### config.mk
export PLATFORM = sky130hd
export DESIGN_NAME = wm8731_adc_rx
export DESIGN_NICKNAME = d
export VERILOG_FILES = /design/src/rtl/wm8731_pkg.sv /design/src/rtl/wm8731_edge_sync.sv /design/src/rtl/wm8731_adc_rx.sv
export SDC_FILE = /design/constraint.sdc
export NUM_CORES = 1
export LEC_CHECK = 0
export BUFFER_PORTS_ARGS = -buffer_cell sky130_fd_sc_hd__buf_2
export CAP_MARGIN = 10
export CORE_ASPECT_RATIO = 1.1
export CORE_MARGIN = 4
export CORE_UTILIZATION = 35
export CTS_CLUSTER_DIAMETER = 120
export DETAILED_ROUTE_END_ITERATION = 8
export PLACE_DENSITY = 0.53
export SETUP_SLACK_MARGIN = 0.3
export SLEW_MARGIN = 15
export SYNTH_ARGS = -nofsm -noshare
export SYNTH_HDL_FRONTEND = slang
export SYNTH_SLANG_ARGS = --single-unit
### constraint.sdc
create_clock -name clk -period 2.49 [get_ports clk]
set_input_delay 0.3735 -clock clk [delete_from_list [all_inputs] [get_ports clk]]
set_output_delay 0.3735 -clock clk [all_outputs]
set_load 0.01 [all_outputs]
### src/rtl/wm8731_pkg.sv
// wm8731_pkg: shared WM8731 receiver constants, state encoding and frame-length helper
package wm8731_pkg;
  localparam int WM_DATA_W = 16;
  localparam int WM_FRAME_BITS = 2 * WM_DATA_W;
  typedef enum logic [1:0] {IDLE, SHIFT, WAIT} rx_state_t;
  function automatic int frame_bits(input int dw);
    return 2 * dw;
  endfunction
endpackage

### src/rtl/wm8731_edge_sync.sv
// wm8731_edge_sync: pin input stage with registered rise/fall strobes; WM8731_ADC_RX_SYNC_EN selects a 2-flop synchroniser
module wm8731_edge_sync (
  input  logic clk,
  input  logic reset,
  input  logic pin,
  output logic rise,
  output logic fall,
  output logic dly
);
`ifdef WM8731_ADC_RX_SYNC_EN
  localparam int N = 2;
`else
  localparam int N = 1;
`endif
  logic [N-1:0] stage, stage_ok;
  logic cur, cur_ok, hist, hist_ok;
  assign cur = stage[N-1];
  assign cur_ok = stage_ok[N-1];
  // ok flags keep the refilling pipeline from faking an edge right after reset
  always_ff @(posedge clk) begin
    if (reset) begin
      stage <= '0;
      stage_ok <= '0;
      hist <= 1'b0;
      hist_ok <= 1'b0;
      rise <= 1'b0;
      fall <= 1'b0;
      dly <= 1'b0;
    end else begin
      stage <= N'({stage, pin});
      stage_ok <= N'({stage_ok, 1'b1});
      hist <= cur;
      hist_ok <= cur_ok;
      rise <= cur_ok && hist_ok && cur && !hist;
      fall <= cur_ok && hist_ok && !cur && hist;
      dly <= cur;
    end
  end
endmodule

### src/rtl/wm8731_adc_rx.sv
// wm8731_adc_rx: WM8731 left-justified ADC frame receiver with valid/ready output; WM8731_ADC_RX_SYNC_EN adds pin synchronisers
module wm8731_adc_rx
  import wm8731_pkg::*;
#(
  parameter int DATA_W = WM_DATA_W
) (
  input  logic              clk,
  input  logic              reset,
  input  logic              b_clk,
  input  logic              adc_lr_clk,
  input  logic              adcdat,
  output logic [DATA_W-1:0] left_data,
  output logic [DATA_W-1:0] right_data,
  output logic              sample_valid,
  input  logic              sample_ready,
  output logic              overrun,
  output logic              frame_err
);
  localparam int F = frame_bits(DATA_W);
  localparam int CW = $clog2(F + 1);
  logic lrc_rise, lrc_fall, lrc_dly;
  logic bck_rise, bck_fall, bck_dly;
  logic dat_rise, dat_fall, dat;
  logic unused;
  assign unused = ^{lrc_fall, lrc_dly, bck_rise, bck_dly, dat_rise, dat_fall};
  wm8731_edge_sync u_lrc (.clk(clk), .reset(reset), .pin(adc_lr_clk), .rise(lrc_rise), .fall(lrc_fall), .dly(lrc_dly));
  wm8731_edge_sync u_bck (.clk(clk), .reset(reset), .pin(b_clk), .rise(bck_rise), .fall(bck_fall), .dly(bck_dly));
  wm8731_edge_sync u_dat (.clk(clk), .reset(reset), .pin(adcdat), .rise(dat_rise), .fall(dat_fall), .dly(dat));
  rx_state_t state, state_n;
  logic [CW-1:0] cnt, cnt_n;
  logic [F-1:0] sr, sr_n;
  logic load;
  // LRC rise wins over a coincident b_clk fall: that fall's bit belongs to no frame
  always_comb begin
    state_n = state;
    cnt_n = cnt;
    sr_n = sr;
    load = 1'b0;
    if (lrc_rise) begin
      state_n = SHIFT;
      cnt_n = '0;
    end else if (state == SHIFT && bck_fall) begin
      sr_n = {sr[F-2:0], dat};
      cnt_n = cnt + 1'b1;
      load = cnt == CW'(F - 1);
      state_n = load ? WAIT : SHIFT;
    end
  end
  always_ff @(posedge clk) begin
    if (reset) begin
      state <= IDLE;
      cnt <= '0;
      sr <= '0;
      left_data <= '0;
      right_data <= '0;
      sample_valid <= 1'b0;
      overrun <= 1'b0;
      frame_err <= 1'b0;
    end else begin
      state <= state_n;
      cnt <= cnt_n;
      sr <= sr_n;
      frame_err <= lrc_rise && state == SHIFT;
      overrun <= load && sample_valid && !sample_ready;
      sample_valid <= load || (sample_valid && !sample_ready);
      if (load) {left_data, right_data} <= sr_n;
    end
  end
endmodule

## Word-level counts from Yosys, hierarchy flattened

Cells that the tools add are included.

| operators by class | value |
|---|---|
| add/subtract/negate cells | 1 |
| eq/ne operators | 2 |
| mux-type cells | 8 |
| reductions and logical operators | 16 |

Operators by type and width:

| kind | count |
|---|---|
| $mux W32 | 2 |
| $logic_and A1 B1 Y1 | 10 |
| $add A6 B1 Y6 const B | 1 |
| $eq A6 B5 Y1 const B | 1 |
| $mux W1 | 5 |
| $logic_not A1 Y1 | 3 |
| $eq A2 B1 Y1 const B | 1 |
| $mux W2 | 1 |
| $reduce_bool A2 Y1 | 1 |
| $reduce_or A2 Y1 | 1 |
| $logic_or A1 B1 Y1 | 1 |

| word-level totals | value |
|---|---|
| register bits after elaboration | 85 |

## Logic depth before layout (Yosys ltp)

| logic depth | value |
|---|---|
| depth after elaboration | 6 |
| depth in mapped cells | 6 |
| mapped depth without buffers | 4 |

## By module

A second synthesis with hierarchy kept.

| second synthesis, totals | value |
|---|---|
| cell total of the unflattened synthesis | 361 |
| area total of the unflattened synthesis | 3485.8 sq um |

By module, submodules not included:

| module | times used | cells each | area each (sq um) |
|---|---|---|---|
| wm8731_adc_rx | 1 | 322 | 2952.8 |
| wm8731_edge_sync | 3 | 13 | 177.7 |

## Worst setup path after synthesis

No wires, ideal clock.

| path | value |
|---|---|
| path kind | reg-to-reg |
| start | register state[1] |
| end | register state[0] |
| data arrival time | 1.386 ns |
| required time | 2.374 ns |
| setup slack | 0.988 ns |
| cell stages (with the launch flop) | 4 |
| buffers on the path | 0 |
| period minus slack after synthesis | 1.502 ns |
| path through | dfxtp_1 > nand3b_1 > or4_1 > a31o_1 |

| on the way | value |
|---|---|
| word-level cells in the longest chain between the ends | 3 |

RTL lines:

| item | line | text |
|---|---|---|
| start, declared | wm8731_adc_rx.sv:29 | `rx_state_t state, state_n;` |
| start signal, assigned | wm8731_adc_rx.sv:60 | `state <= state_n;` |
| $eq A2 B1 Y1 | wm8731_adc_rx.sv:42 | `end else if (state == SHIFT && bck_fall) begin` |
| $logic_and A1 B1 Y1 | wm8731_adc_rx.sv:42 |  |
| $reduce_bool A2 Y1 (no source line) | n/a |  |

No other way between the ends.
A chain may end at the register's enable or synchronous reset.

## Worst setup path after layout

| path | value |
|---|---|
| start | register state[0] |
| end | register state[0] |

The elaborated chain is that of the path after synthesis.

==> impl_results.md <==
- Drt via density: 4.59
- Final setup viols: 0
- Period minus WS final: around 1.7 ns
- Crit path DAT: 1.90 ns
- Synth area leaders: dfxtp_1, nand2_1, mux2i_1, a21oi_1, clkbuf_1
- Number of diodes: 0
- Final cell count without fillers: just under 500
- Final core occ: about two fifths
- Initial Util: 36.1%
- P per Cell Area: about 630 nW/um2
- Hold-fix buffer count after cts: 0
- Slew headroom: roughly 71%
- First-pass GRT wire length: 9.51 mm
- Hold Path Class: input pin to flop
- Reg area: 1680 um2
- Peak supply drop: 0.280 mV
- Post-Synthesis Cells: 343
- Startpoint types: flop
- Place WS: about 0.8 ns
- FMAX: 601 MHz
- Status: completed
- Main combinational cell family by area after synthesis: simple AND/OR/NAND/NOR gates
- Post-synth EDFFs: 0
- Primary FF master, synth: dfxtp_1
- CP bufs+invs: 0
- Total gr overflow: 0
- Final Hold Fails: 0
- # port buffers: 40
- Syn_nets: 350
- Compound-Gate Fraction of Synth Area: 6.81%
- Row count: 35
- Worst setup margin: 0.825 ns
- Slowest-stage cell, CP: or4_1
- ANT nets after route: 0
- Slowest stage delay, CP: 0.65 ns
- Setup bufs post-CTS: 0
- Largest net degree at the start of global routing: 56
- Area of the multi-input gates: ~1300 um2
- Slew @ Worst Pin: 0.439 ns
- Cell area after synthesis: 3050 um2
- RePlAce Congestion: 0.743
- RSZ-0062 raised after global routing: no
- Synth warnings: 0
- Avg Cell Area, Syn: between 8 and 9 um2
- Worst skew pair latency: 0.34 ns
- I/O pins: 41
- CP delay by family, top: simple AND/OR/NAND/NOR gates
- Most common cell after layout, fill and taps aside: nand2_1
- Placed cells: 477
- Number of antenna violations at the first check in global routing: 0
- WL final: 5.49 mm
- Synthesis-to-finish area growth: 15.3%
- Worst Setup End Kind: flop
- Clock Tree Buf Depth: 2
- Most frequent cells in the layout: nand2_1, dfxtp_1, buf_2
- Synth cell types: 31
- Via count: 2263
- Layout cells sized above 1: 17.0%
- GRT Overall Usage: 11.2%
- Synth Register Bits: 84
- Crit-path cells: nand3b_1, or4_1, a31o_1
- Initial DRT Pass Iterations: 4
- Max_cap viols: 0
- Die W: 97.0 um
- Vias in the first global route: 2034
- Synth async-reset ratio: 0%
- Synth Area in Simple Gates: about 22%
- Clock transition at path regs: ~0.080 ns
- Sink Count: 84
- Synth area leader: dfxtp_1
- Worst EP required: 2.73 ns
- Post-DP HPWL: 3.53 mm
- CTS buffer count: 9
- Core footprint: 8450 um2
- Post-synthesis xor/xnor area fraction: 0.574%
- Final clock skew: 0.00721 ns
- Filler cells: 900
- Adder-cell area share of the yosys netlist: 0.410%
- Final period util: between 60% and 70%
- CTS tree: built
- Mux share of post-synthesis cell area: 10.8%
- Die Y: 106 um
- Yosys top cell area share: 55.1%
- Clk root buf: clkbuf_8
- First DRT Iteration DRCs: 73
- Setup_tns: 0 ns
- Resized cells post-CTS: 0
- Post-route DRC: 0
- Die Footprint: ~10000 um2
- Max Slew Vio Count: 0
- Sequential-to-total area share from yosys stat: 55.1%
- Leakage: 1.25 nW
- H-tree depth: 3
- Largest fanout on the critical path: 7
- Nets: 384
- Routed length per instance: 11.1 um
- Crit Path Category: flop to flop
-- layer usage --
| metal | track usage [%] | share of wire (%) | vias to the layer above |
|---|---|---|---|
| met4 | 5.72 | 0.98 | 0 |
| met1 | 14.8 | 52 | 1031 |
| met5 | 0 | 0 | - |
| met2 | 16.8 | 43 | 39 |
| met3 | 2.82 | 4.1 | 10 |
| li1 | - | - | 1183 |
-- sequential cells by signal, indices dropped and copies added (netlist names), 2 cells and up --
name,count
sr,31
left_data,16
right_data,16
cnt,6
state,2
-- cell families (layout without fill, tap and decap cells) --
| logic type | after synthesis | after routing |
|---|---|---|
| and+or+nand+nor | 157 | 157 |
| DFF | 84 | 84 |
| AOI/OAI and AO/OA | 40 | 40 |
| muxes | 33 | 33 |
| buffers and inverters | 26 | 65 |
| xor gates and xnor gates | 2 | 2 |
| adders and majority gates | 1 | 1 |
-- per-stage QoR --
step                      hold WS (ns)  instance area [um2]  power, mW
final                            0.240                 3520       2.21
after global routing             0.238                 3520       2.30
after floorplan                  0.372                 3050       1.41
after detailed placement         0.383                 3360       1.43
after global placement           0.381                 3360       1.43
after CTS                        0.227                 3520       2.24
-- final timing paths --
| kind | cells after the start | endpoint | from | slack, ns |
|---|---|---|---|---|
| setup reg to reg | 3 | state[0] | state[0] | 0.83 |
| hold reg to reg | 1 | u_lrc.rise | u_lrc.hist | 0.40 |
| hold / removal | 2 | u_lrc.cur | adc_lr_clk | 0.24 |
| setup / recovery | 3 | state[0] | state[0] | 0.83 |
-- synthesized netlist by cell type (all sizes together), types with 2 or more instances --
cell,number
xor2,2
nor2,3
dfxtp,84
or3,2
a21oi,35
nand2,130
o21ai,2
or4,2
buf,7
inv,2
mux2i,33
nor2b,8
clkbuf,17
-- worst register-to-register path, cell delays in order (launching register included) --
cell,delay [ns]
dfxtp_1,0.42
nand3b_1,0.25
or4_1,0.65
a31o_1,0.25
-- layout make-up --
cell class	count	area share [%]
sequential	84	47.8
multi-input combinational	233	35.9
inverter	2	0.213
timing repair buffer	47	7.54
clock buffer	11	3.74
tap	111	3.95
clock inverter	5	0.818
-- power by group --
group	switching, mW	internal (mW)	leakage (nW)
combinational	0.0315	0.0119	0.485
clock	0.455	0.358	0.0868
sequential	0.00239	1.35	0.678
total	0.489	1.72	1.25
(Power assumes the default switching activity.)
